===== src/rtl/alu_op_sequencer_if.sv =====
// Bundles the board-side signals (switches, load button, status) and the ALU-side signals
// (operands, opcode, ALU result) that connect to the operation sequencer.
//   slave  : used by the sequencer (inputs i_*, outputs o_*)
//   master : used by the environment that drives switches/button and hosts the ALU
interface alu_op_sequencer_if #(
  parameter int unsigned NB_DATA = 8,
  parameter int unsigned NB_OP   = 6
);
  logic [NB_DATA-1:0] i_sw;
  logic               i_load;
  logic [NB_DATA-1:0] i_alu_res;
  logic [NB_DATA-1:0] o_dato_a;
  logic [NB_DATA-1:0] o_dato_b;
  logic [NB_OP-1:0]   o_opcode;
  logic [NB_DATA-1:0] o_result;
  logic               o_done;
  logic               o_err;
  logic [2:0]         o_state;

  modport slave (
    input  i_sw, i_load, i_alu_res,
    output o_dato_a, o_dato_b, o_opcode, o_result, o_done, o_err, o_state
  );

  modport master (
    output i_sw, i_load, i_alu_res,
    input  o_dato_a, o_dato_b, o_opcode, o_result, o_done, o_err, o_state
  );
endinterface


===== src/rtl/alu_op_sequencer.sv =====
// Sequences an external combinational ALU from one switch bus and one load button.
// Three load presses capture operand A, operand B and the opcode; the ALU result is then
// latched one cycle later. Unsupported opcodes set a sticky error and finish immediately.
// Ports:
//   clk    : system clock, all state on rising edge
//   reset  : synchronous, active-high reset
//   bus    : alu_op_sequencer_if.slave
//            i_sw (switches), i_load (debounced button level), i_alu_res (ALU output),
//            o_dato_a/o_dato_b/o_opcode (to ALU), o_result (latched result),
//            o_done (one-cycle pulse), o_err (sticky unsupported opcode), o_state (FSM for LEDs)
module alu_op_sequencer #(
  parameter int unsigned NB_DATA = 8,
  parameter int unsigned NB_OP   = 6
) (
  input logic                clk,
  input logic                reset,
  alu_op_sequencer_if.slave  bus
);

  typedef enum logic [2:0] {
    StA    = 3'd0,
    StB    = 3'd1,
    StOp   = 3'd2,
    StExec = 3'd3,
    StDone = 3'd4
  } state_e;

  state_e             state_q, state_d;
  logic               load_q;
  logic               load_edge;
  logic [NB_DATA-1:0] dato_a_q, dato_a_d;
  logic [NB_DATA-1:0] dato_b_q, dato_b_d;
  logic [NB_OP-1:0]   opcode_q, opcode_d;
  logic [NB_DATA-1:0] result_q, result_d;
  logic               done_q, done_d;
  logic               err_q, err_d;
  logic [NB_OP-1:0]   sw_op;

  // MIPS funct codes the ALU implements.
  function automatic logic op_supported(input logic [NB_OP-1:0] op);
    logic ok;
    ok = 1'b0;
    if (op == NB_OP'(6'b100000) || op == NB_OP'(6'b100010) ||
        op == NB_OP'(6'b100100) || op == NB_OP'(6'b100101) ||
        op == NB_OP'(6'b100110) || op == NB_OP'(6'b100111) ||
        op == NB_OP'(6'b000011) || op == NB_OP'(6'b000010)) begin
      ok = 1'b1;
    end
    return ok;
  endfunction

  assign load_edge = bus.i_load & ~load_q;
  assign sw_op     = bus.i_sw[NB_OP-1:0];

  always_comb begin
    state_d  = state_q;
    dato_a_d = dato_a_q;
    dato_b_d = dato_b_q;
    opcode_d = opcode_q;
    result_d = result_q;
    err_d    = err_q;
    done_d   = 1'b0;
    case (state_q)
      StA: begin
        if (load_edge) begin
          dato_a_d = bus.i_sw;
          err_d    = 1'b0;
          state_d  = StB;
        end
      end
      StB: begin
        if (load_edge) begin
          dato_b_d = bus.i_sw;
          state_d  = StOp;
        end
      end
      StOp: begin
        if (load_edge) begin
          opcode_d = sw_op;
          if (op_supported(sw_op)) begin
            state_d = StExec;
          end else begin
            err_d    = 1'b1;
            result_d = '0;
            done_d   = 1'b1;
            state_d  = StDone;
          end
        end
      end
      StExec: begin
        // Opcode registered last edge; ALU output has settled. Any load edge here is dropped.
        result_d = bus.i_alu_res;
        done_d   = 1'b1;
        state_d  = StDone;
      end
      StDone: begin
        if (load_edge) begin
          dato_a_d = bus.i_sw;
          err_d    = 1'b0;
          state_d  = StB;
        end
      end
      default: state_d = StA;
    endcase
  end

  always_ff @(posedge clk) begin
    if (reset) begin
      state_q  <= StA;
      // Treat the button as already pressed so a press held through reset is not an edge.
      load_q   <= 1'b1;
      dato_a_q <= '0;
      dato_b_q <= '0;
      opcode_q <= '0;
      result_q <= '0;
      done_q   <= 1'b0;
      err_q    <= 1'b0;
    end else begin
      state_q  <= state_d;
      load_q   <= bus.i_load;
      dato_a_q <= dato_a_d;
      dato_b_q <= dato_b_d;
      opcode_q <= opcode_d;
      result_q <= result_d;
      done_q   <= done_d;
      err_q    <= err_d;
    end
  end

  assign bus.o_dato_a = dato_a_q;
  assign bus.o_dato_b = dato_b_q;
  assign bus.o_opcode = opcode_q;
  assign bus.o_result = result_q;
  assign bus.o_done   = done_q;
  assign bus.o_err    = err_q;
  assign bus.o_state  = state_q;

endmodule


===== src/flat_wrapper.sv =====
// flat-port wrapper written by rule: the top's interface ports become plain ports
module alu_op_sequencer_flat 
#(
  parameter int unsigned NB_DATA = 8,
  parameter int unsigned NB_OP   = 6
)
  (clk, reset, bus_i_sw, bus_i_load, bus_i_alu_res, bus_o_dato_a, bus_o_dato_b, bus_o_opcode, bus_o_result, bus_o_done, bus_o_err, bus_o_state);
  alu_op_sequencer_if #(.NB_DATA(NB_DATA), .NB_OP(NB_OP)) bus_i ();
  input logic clk;
  input logic reset;
  input wire logic [$bits(bus_i.i_sw)-1:0] bus_i_sw;
  input wire logic [$bits(bus_i.i_load)-1:0] bus_i_load;
  input wire logic [$bits(bus_i.i_alu_res)-1:0] bus_i_alu_res;
  output wire logic [$bits(bus_i.o_dato_a)-1:0] bus_o_dato_a;
  output wire logic [$bits(bus_i.o_dato_b)-1:0] bus_o_dato_b;
  output wire logic [$bits(bus_i.o_opcode)-1:0] bus_o_opcode;
  output wire logic [$bits(bus_i.o_result)-1:0] bus_o_result;
  output wire logic [$bits(bus_i.o_done)-1:0] bus_o_done;
  output wire logic [$bits(bus_i.o_err)-1:0] bus_o_err;
  output wire logic [$bits(bus_i.o_state)-1:0] bus_o_state;
  assign bus_i.i_sw = bus_i_sw;
  assign bus_i.i_load = bus_i_load;
  assign bus_i.i_alu_res = bus_i_alu_res;
  assign bus_o_dato_a = bus_i.o_dato_a;
  assign bus_o_dato_b = bus_i.o_dato_b;
  assign bus_o_opcode = bus_i.o_opcode;
  assign bus_o_result = bus_i.o_result;
  assign bus_o_done = bus_i.o_done;
  assign bus_o_err = bus_i.o_err;
  assign bus_o_state = bus_i.o_state;
  alu_op_sequencer #(.NB_DATA(NB_DATA), .NB_OP(NB_OP)) u_core (.clk(clk), .reset(reset), .bus(bus_i));
endmodule

===== config.mk =====
export PLATFORM = sky130hd
export DESIGN_NAME = alu_op_sequencer_flat
export DESIGN_NICKNAME = d
export VERILOG_FILES = /design/src/rtl/alu_op_sequencer_if.sv /design/src/rtl/alu_op_sequencer.sv /design/src/flat_wrapper.sv
export SDC_FILE = /design/constraint.sdc
export NUM_CORES = 1
export LEC_CHECK = 0
export ABC_AREA = 1
export CORE_MARGIN = 2
export CORE_UTILIZATION = 42
export DETAILED_ROUTE_END_ITERATION = 7
export MAX_ROUTING_LAYER = met4
export PLACE_DENSITY = 0.78
export SLEW_MARGIN = 20
export SYNTH_ARGS = -nofsm -noshare
export SYNTH_HDL_FRONTEND = slang
export SYNTH_SLANG_ARGS = --single-unit

===== constraint.sdc =====
create_clock -name clk -period 1.6 [get_ports clk]
set_input_delay 0.48 -clock clk [delete_from_list [all_inputs] [get_ports clk]]
set_output_delay 0.48 -clock clk [all_outputs]
set_load 0.05 [all_outputs]

Word-level counts from Yosys, hierarchy flattened. Index checks and enable logic that the tools add are counted.

Add/subtract/negate cells: 0. $mul: 0. Divide/modulo/power cells: 0. Magnitude comparators: 0. Equal/unequal tests: 16. Shift operators: 0. Muxes and demuxes: 18. Bitwise operators: 2. Reductions and logical operators: 17.

Operators with widths (count): == test 6 bit (second input constant) (6); 2-to-1 mux 8 bit (2); case mux 8 bit (2 select lines) (1); == test 6 x 2 -> 1 bit (second input constant) (2); 2-to-1 mux 3 bit (4); case mux 3 bit (4 select lines) (1); 2-to-1 mux 1 bit (8); logical OR 1 bit (7); == test 3 x 2 -> 1 bit (second input constant) (2); inequality test 2 x 1 -> 1 bit (second input constant) (3); AND reduction 2 bit (3); AND reduction 3 bit (2); case mux 1 bit (2 select lines) (2); AND reduction 4 bit (1); nonzero test 2 bit (2); == test 3 x 1 -> 1 bit (second input constant) (1); == test 3 bit (second input constant) (1); logical NOT 3 bit (1); inequality test 2 bit (second input constant) (1); OR reduction 2 bit (1); bitwise AND 1 bit (1); inverter 1 bit (1).

Bits in registers: 36. Latch bits: 0. RAM bits: 0. ROM bits: 0. Output and inout port bits: 35. Word-level logic and storage cells: 61. Memories: 0.

Longest topological paths before layout. Gate-level depths: netlist of the first run.

Depth after elaboration: 14. Gate-level depth with buffers: 9. Mapped depth without buffers: 9.

Worst setup path after synthesis of the first run. OpenSTA, ideal clock, no wires.

Path type: reg-to-reg. Start: register u_core.state_q[2], in the netlist u_core.bus.o_state[2]. End: register u_core.state_q[2], in the netlist u_core.bus.o_state[2]. Setup time: 110 ps. Arrival time: 1333 ps. Required time: 1490 ps. Setup slack: 158 ps. Cell stages (with the launch flop): 10. Path buffers: 0. Cell sequence: dfxtp_1 inv_1 nand3_1 nand2_1 nand2_1 inv_2 nand2_4 nand2_1 nand2_1 inv_1.

Longest elaborated chain between the ends: 4.

RTL lines: start, declared (RTL line alu_op_sequencer.sv:28) `state_e state_q, state_d;`; start signal, assigned (RTL line alu_op_sequencer.sv:109) `state_q <= StA;`; start signal, assigned (RTL line alu_op_sequencer.sv:119) `state_q <= state_d;`; == test 3 bit / logical NOT 3 bit (equally long branches) (RTL line alu_op_sequencer.sv:63) `case (state_q)`; OR reduction 2 bit (no line); inequality test 2 x 1 -> 1 bit (no line); AND reduction 3 bit (no line).

Parallel ways exist; a longest one is shown, timed or not. A chain may end at the register's enable or synchronous reset.

Worst setup path after layout of the first run.
Start: input bus_i_sw[1]. End: register u_core.result_q[7], in the netlist u_core.bus.o_result[7].

Longest elaborated chain between the ends: 13.

RTL lines: start, declared (RTL line flat_wrapper.sv:11) `input wire logic [$bits(bus_i.i_sw)-1:0] bus_i_sw;`; == test 6 bit (RTL line alu_op_sequencer.sv:43) `if (op == NB_OP'(6'b100000) || op == NB_OP'(6'b100010) ||`; logical OR 1 bit (2 in series) (RTL line alu_op_sequencer.sv:43); logical OR 1 bit (2 in series) (RTL line alu_op_sequencer.sv:44) `op == NB_OP'(6'b100100) || op == NB_OP'(6'b100101) ||`; logical OR 1 bit (2 in series) (RTL line alu_op_sequencer.sv:45) `op == NB_OP'(6'b100110) || op == NB_OP'(6'b100111) ||`; logical OR 1 bit (*) (RTL line alu_op_sequencer.sv:46) `op == NB_OP'(6'b000011) || op == NB_OP'(6'b000010)) begin`; 2-to-1 mux 1 bit (*) (RTL line alu_op_sequencer.sv:43); 2-to-1 mux 1 bit (*) (RTL line alu_op_sequencer.sv:78) `if (load_edge) begin`; 2-to-1 mux 1 bit (*) (RTL line alu_op_sequencer.sv:63); inequality test 2 bit (no line) (*); AND reduction 3 bit (no line) (*); end signal, assigned (RTL line alu_op_sequencer.sv:124) `result_q <= result_d;`; end, declared (RTL line alu_op_sequencer.sv:34) `logic [NB_DATA-1:0] result_q, result_d;`.

Every way passes the cells marked *; elsewhere a longest branch is shown, timed or not. The select of a mux whose other input is x is not followed.

==> results.ini, run 1 <==
[sta]
slew_headroom_pct = 78.30
slew_viol_final = 0
fmax_mhz = 672.5
worst_pin_slew_ns = 0.3221
fin_skew_ns = 0.008925
hold_viol = 0
rsz0062_at_grt = no
setup_violations = 0
fin_crit_sh_pct = 92.94
finalCriticalPeriod_ns = 1.487

[synthesis]
ys_types = 22
syn_avg_cell_area_um2 = 7.977
synthAdderAreaFrac_pct = 0
synth_xor_area_share_pct = 0
synthCells = 173
synthSimpleGateAreaFrac_pct = 20.58
ys_warn_count = 0
synth_top_family_by_area = simple AND/OR/NAND/NOR gates
synth.mux.area_fraction_pct = 0
ys_ff_latch = 36
ys_seq_area_share_pct = 52.22
syn_area_mm2 = 0.001380
synth-compound-area-share_pct = 18.50
syn_nets = 192

[worst_setup_path]
worstSetupPathType = primary input to register
r2r_start = u_core.bus.o_state[2]
crit_fanout = 10
rr_worst_depth = 8
r2r-end = u_core.bus.o_result[7]
crit_arrival_ns = 1.77
rrSetupSlack_ns = 0.33
cp-end-kind = register
setup.worst_path.start_class = primary input
crit_start = bus_i_sw[1]
cp_data_required_time_ns = 1.88

[routing]
wirelength_um = 3696
firstDrtPassIters = 4
vias_per_cell = 4.934
postRouteAntennaNets = 0
drc = 0
dr_wl_met3_um = 211
drt-initial-drc-count = 57
wl_met1_um = 1464
detail_route.wl_per_cell_um = 12.88
vias = 1416
top_layer_used = met4
routed-wl-met2_um = 1928

[cts]
cts_tree = done
clk_latency_ns = 0.35
numCtsBuffers = 5
clk_pin_slew_ns = 0.10
cts.htree.levels = 2
cts.sinks = 36
cts_root_buffer = clkbuf_4
clock_tree.buffer_depth = 2
holdBufCountCts = 0

[finish]
antennaDiodeCount = 0
fin_cells = 287
post-route-util_pct = 81.10
finalNetCount = 262
drive_gt1_share_pct = 30.86
syn2layout_area_growth_pct = 80.87

[hold_path]
whs_endpoint = u_core.bus.o_result[4]
min_delay_path_depth = 2
hp-class = register to register
min-delay-start = u_core.bus.o_result[4]

[floorplanning]
start_util_pct = 44.84
fp-row-count = 20
coreArea_mm2 = 0.003078
dieHeight_um = 61.32
die_area_mm2 = 0.003760
pin_count = 54
die-width_um = 61.32

[power]
leakage_uw = 0.001069
p_per_area_mw_per_mm2 = 695.1
ir_worst_vdd_mv = 0.6857

[placement]
io_buffers = 53
hpwlAfterDp_um = 2760
gp_congestion = 0.8701
dp.cells = 280

[grt]
grt_pass1_vias = 1339
antenna_found_initial = 0
grt_max_degree = 24
grt_usage_pct = 22.47
grt_pass1_wl_um = 5920
grt_overflow = 0

[run_status]
outcome = complete, no violations

[job]
maxCapViolations = 0

[report_power, final]
part	switching [µW]	internal [µW]	leakage, µW
logic	125	134	0.000740
registers	19.0	912	0.000292
clock network	296	249	0.0000374
total	440	1300	0.00107
[layout by cell type (no fill, tap or decap)]
cell and count:
buf_12 38, inv_1 17, a21oi_1 26, or2_2 1
clkbuf_4 5, buf_4 13, o22ai_1 1, nand3_1 4
nand2_4 1, nand4_1 1, dfxtp_1 34, nand3_2 2
o21ai_0 13, dfxtp_2 2, nor3_1 2, nand2_2 3
nand2_1 27, clkdlybuf4s50_1 18, o21ai_1 9, nor2_2 3
clkbuf_8 2, nor2_4 1, nor2_1 16, o21ai_2 1
inv_2 3
[cell usage after synthesis]
library cell / n / share of area (%)
buf_1: 1 / 0.27
a21oi_1: 26 / 9.4
buf_6: 3 / 2.4
nor3_1: 2 / 0.73
nor2_1: 16 / 4.4
nor2_2: 3 / 1.4
nand2_1: 27 / 7.3
inv_1: 17 / 4.6
nand3_1: 4 / 1.5
nand2_4: 1 / 0.82
o21ai_1: 9 / 3.3
o22ai_1: 1 / 0.45
nand2_2: 3 / 1.4
nand4_1: 1 / 0.45
clkbuf_1: 2 / 0.54
inv_2: 3 / 0.82
o21ai_2: 1 / 0.63
nor2_4: 1 / 0.82
or2_2: 1 / 0.45
nand3_2: 2 / 1.5
dfxtp_1: 36 / 52
o21ai_0: 13 / 4.7
[critical path: stages]
cell             delay [ns]
clkdlybuf4s50_1        0.45
inv_1                  0.05
o21ai_0                0.28
nand3_2                0.17
nand2_4                0.14
nand2_1                0.07
a21oi_1                0.12
[kinds of logic after synthesis]
| group | Yosys count |
|---|---|
| compound gates | 50 |
| flops | 36 |
| simple gates | 61 |
| buf+inv | 26 |
[worst max path at each step]
stage,to,cells past startpoint
floorplan,u_core.bus.o_state[2],9
finish,u_core.bus.o_result[7],7
CTS,bus_o_state[0],1
detailed placement,u_core.bus.o_result[3],7
global route,u_core.bus.o_result[4],7
global placement,u_core.bus.o_state[2],8
[cell type report]
cell class                      instances  area (µm²)
Timing Repair Buffer                   69        1039
Clock buffer                            7       65.06
Inverter                               20       75.07
Fill cell                             188       581.8
Multi-Input combinational cell        111       539.3
Sequential cell                        36       723.2
Tap cell                               44       55.05
[through the flow]
stage / hold slack [ns] / instance area, µm² / worst slack (ns) / TNS [ns] / power (µW)
finish: 0.5037 / 2496 / 0.1130 / 0 / 1735
global route: 0.5325 / 2496 / 0.002664 / 0 / 1808
CTS: 0.5047 / 2494 / 0.03062 / 0 / 1737
detailed placement: 0.4920 / 2429 / -0.2567 / -4.668 / 1209
global placement: 0.4859 / 2429 / -0.1699 / -2.792 / 1203
floorplan: 0.5592 / 1380 / 0.1575 / 0 / 1052
[sequential cells by signal, indices dropped and copies added (netlist names)]
signal               count
u_core.bus.o_done        1
u_core.bus.o_result      8
u_core.bus.o_dato_a      8
u_core.bus.o_opcode      6
u_core.bus.o_state       3
u_core.load_q            1
u_core.bus.o_err         1
u_core.bus.o_dato_b      8
[per-layer routing]
| metal | vias up | global-route usage [%] |
|---|---|---|
| li1 | 700 | - |
| met1 | 652 | 25.75 |
| met2 | 54 | 37.23 |
| met3 | 10 | 4.412 |
| met4 | 0 | 11.18 |
| met5 | - | - |
[timing repair]
item,in CTS,in global routing
buffers inserted,0,0
setup endpoints to repair,0,2
gates resized for setup,0,2
No activity file was read; power rests on OpenSTA's default activity.
==> run 2, diff against run 1 <==
--- a/config.mk
+++ b/config.mk
@@ -7,10 +7,9 @@
 export LEC_CHECK = 0
 export ABC_AREA = 1
 export CORE_MARGIN = 2
-export CORE_UTILIZATION = 42
+export CORE_UTILIZATION = 38
 export DETAILED_ROUTE_END_ITERATION = 7
-export MAX_ROUTING_LAYER = met4
-export PLACE_DENSITY = 0.78
+export PLACE_DENSITY = 0.74
 export SLEW_MARGIN = 20
 export SYNTH_ARGS = -nofsm -noshare
 export SYNTH_HDL_FRONTEND = slang
==> constraint.sdc (replaced) <==
create_clock -name clk -period 1.2 [get_ports clk]
set_input_delay 0.36 -clock clk [delete_from_list [all_inputs] [get_ports clk]]
set_output_delay 0.36 -clock clk [all_outputs]
set_load 0.05 [all_outputs]
==> results.ini, run 2 (synthesis gave the netlist of run 1 again) <==
[power]
p_seq_share_pct = 49.9  ; -3.8 points
swShare_pct = 25.39  ; +0.042 points
p_per_area_mw_per_mm2 = 904.0  ; +30%
p_int_uw = 1847  ; +43%
p_comb_share_pct = 15.9  ; +1.0 points
leakage_uw = 0.001175  ; +9.8%
ir_worst_vdd_mv = 0.6207  ; -9.5%
p_sw_uw = 628.6  ; +43%
pwr-share-clk_pct = 34.2  ; +2.8 points

[sta]
worst_pin_slew_ns = 0.2449  ; -0.07722 ns
finalCriticalPeriod_ns = 1.357
setup_violations = 55  ; +55
slew_viol_final = 0  ; unchanged
rsz0062_at_grt = yes
fmax_mhz = 737.2
hold_viol = 0  ; unchanged
layout_setup_ws_ns = -0.1566  ; -0.2696 ns
hold_ws_ns = 0.4350  ; -0.06874 ns
fin_crit_sh_pct = 113.0
fin_skew_ns = 0.001839  ; -0.007086 ns
finalSetupTns_ns = -1.746  ; -1.746 ns
slew_headroom_pct = 83.66  ; +5.4 points

[worst_setup_path]
crit_chain = buf_4, nor2_4, nand2_4, nor2_4, buf_4, a21oi_1, nor3_1
slowest_stage = dfxtp_4
path_buf_inv = 2  ; unchanged
cp-end-kind = register
crit_fanout = 4  ; -6
worstSetupPathType = register to register
cp_data_required_time_ns = 1.45  ; -0.43 ns
slowest_delay_ns = 0.36  ; -0.09 ns
setup.worst_path.start_class = register
crit_arrival_ns = 1.61  ; -0.16 ns
path_delay_family = simple AND/OR/NAND/NOR gates

[placement]
gp_congestion = 0.8259  ; -5.1%
preCtsSetupSlack_ns = -0.5275  ; -0.2708 ns
hpwlAfterDp_um = 2671  ; -3.2%
io_buffers = 53  ; unchanged

[floorplanning]
fp-row-count = 21  ; +5.0%
die_area_mm2 = 0.004130  ; +9.8%
coreArea_mm2 = 0.003416  ; +11%
die-width_um = 64.27  ; +4.8%
start_util_pct = 40.40  ; -4.4 points
dieHeight_um = 64.27  ; +4.8%
pin_count = 54  ; unchanged

[cts]
clock_tree.buffer_depth = 2  ; unchanged
cts_root_buffer = clkbuf_4
cts_tree = done
clk_latency_ns = 0.34  ; about the same
cts.htree.levels = 2  ; unchanged
cts.sinks = 36  ; unchanged
clk_pin_slew_ns = 0.11  ; about the same
numCtsBuffers = 5  ; unchanged

[routing]
routed-wl-met2_um = 2308  ; +20%
firstDrtPassIters = 4  ; unchanged
wl_met1_um = 1753  ; +20%
detail_route.wl_per_cell_um = 14.85  ; +15%
wirelength_um = 4486  ; +21%
vias_per_cell = 4.977  ; +0.87%
dr_wl_met3_um = 278  ; +32%
vias = 1503  ; +6.1%
drt-initial-drc-count = 71  ; +25%
drc = 0  ; unchanged
postRouteAntennaNets = 0  ; unchanged
top_layer_used = met4

[grt]
antenna_found_initial = 0  ; unchanged
grt_max_degree = 24  ; unchanged
grt_usage_pct = 20.32  ; -2.2 points
grt_pass1_wl_um = 6513  ; +10%
grt_pass1_vias = 1470  ; +9.8%
grt_overflow = 0  ; unchanged

[run_status]
outcome = complete, but fails checks
violations = negative setup slack

[hold_path]
hp-class = primary input to register

[finish]
antennaDiodeCount = 0  ; unchanged
syn2layout_area_growth_pct = 98.46
layout_common_cells = buf_12, dfxtp_2, nand2_1
drive_gt1_share_pct = 51.17  ; +20 points
layout_commonest_cell = buf_12
finalNetCount = 274  ; +4.6%

[job]
maxCapViolations = 0  ; unchanged

-- run 2: cell type report --
class / count / area [µm²]
multi-input combinational: 112 / 633.1
sequential: 36 / 772.0
fill: 186 / 676.9
timing repair inverter: 1 / 5.005
timing repair buffer: 79 / 1115
clock buffer: 6 / 41.29
clock inverter: 2 / 35.03
inverter: 20 / 80.08
tap: 46 / 57.56
-- run 2: per-layer routing --
layer | global-route usage (%) | vias to the layer above
met5 | 0 | -
li1 | - | 724
met4 | 5.053 | 0
met2 | 36.20 | 68
met3 | 6.514 | 16
met1 | 23.44 | 695
-- run 2: per-stage QoR --
step	area (µm²)	power [µW]	util, %	std cells
3_5_place_dp	2417	1606	70.77	281
5_1_grt	2739	2569	80.18	302
3_3_place_gp	2417	1601	70.77	281
4_1_cts	2628	2445	76.92	295
6_report	2739	2476	80.18	302
2_1_floorplan	1386	1401	-	173
-- run 2: timing repair --
item	in CTS	in global routing
gates cloned	1	2
pin swaps	6	6
gates resized for setup	49	19
hold buffers	0	0
endpoints found under the setup margin	62	69
buffers inserted	5	5
-- run 2: path summary, 6_finish.rpt --
path,from,to,slack (ns),cells after the start
setup reg to reg,u_core.bus.o_state[0],u_core.bus.o_err,-0.16,7
hold reg to reg,u_core.bus.o_result[0],u_core.bus.o_result[0],0.49,2
hold / removal,bus_i_load,u_core.load_q,0.44,2
setup / recovery,u_core.bus.o_state[0],u_core.bus.o_err,-0.16,7
-- run 2: power groups by stage --
stage	logic [µW]	clock network (µW)	registers [µW]
3_3_place_gp	337	0	1260
5_1_grt	412	919	1240
4_1_cts	358	852	1240
3_5_place_dp	341	0	1270
6_report	394	846	1240
2_1_floorplan	77.9	0	1320
==> run 3, diff against run 2 <==
--- a/config.mk
+++ b/config.mk
@@ -8,7 +8,9 @@
 export ABC_AREA = 1
 export CORE_MARGIN = 2
 export CORE_UTILIZATION = 38
+export CTS_CLUSTER_DIAMETER = 150
 export DETAILED_ROUTE_END_ITERATION = 7
+export HOLD_SLACK_MARGIN = 0.02
 export PLACE_DENSITY = 0.74
 export SLEW_MARGIN = 20
 export SYNTH_ARGS = -nofsm -noshare
==> results of run 3 <==
No change in the layout: final DEF, timing and power equal those of run 2.
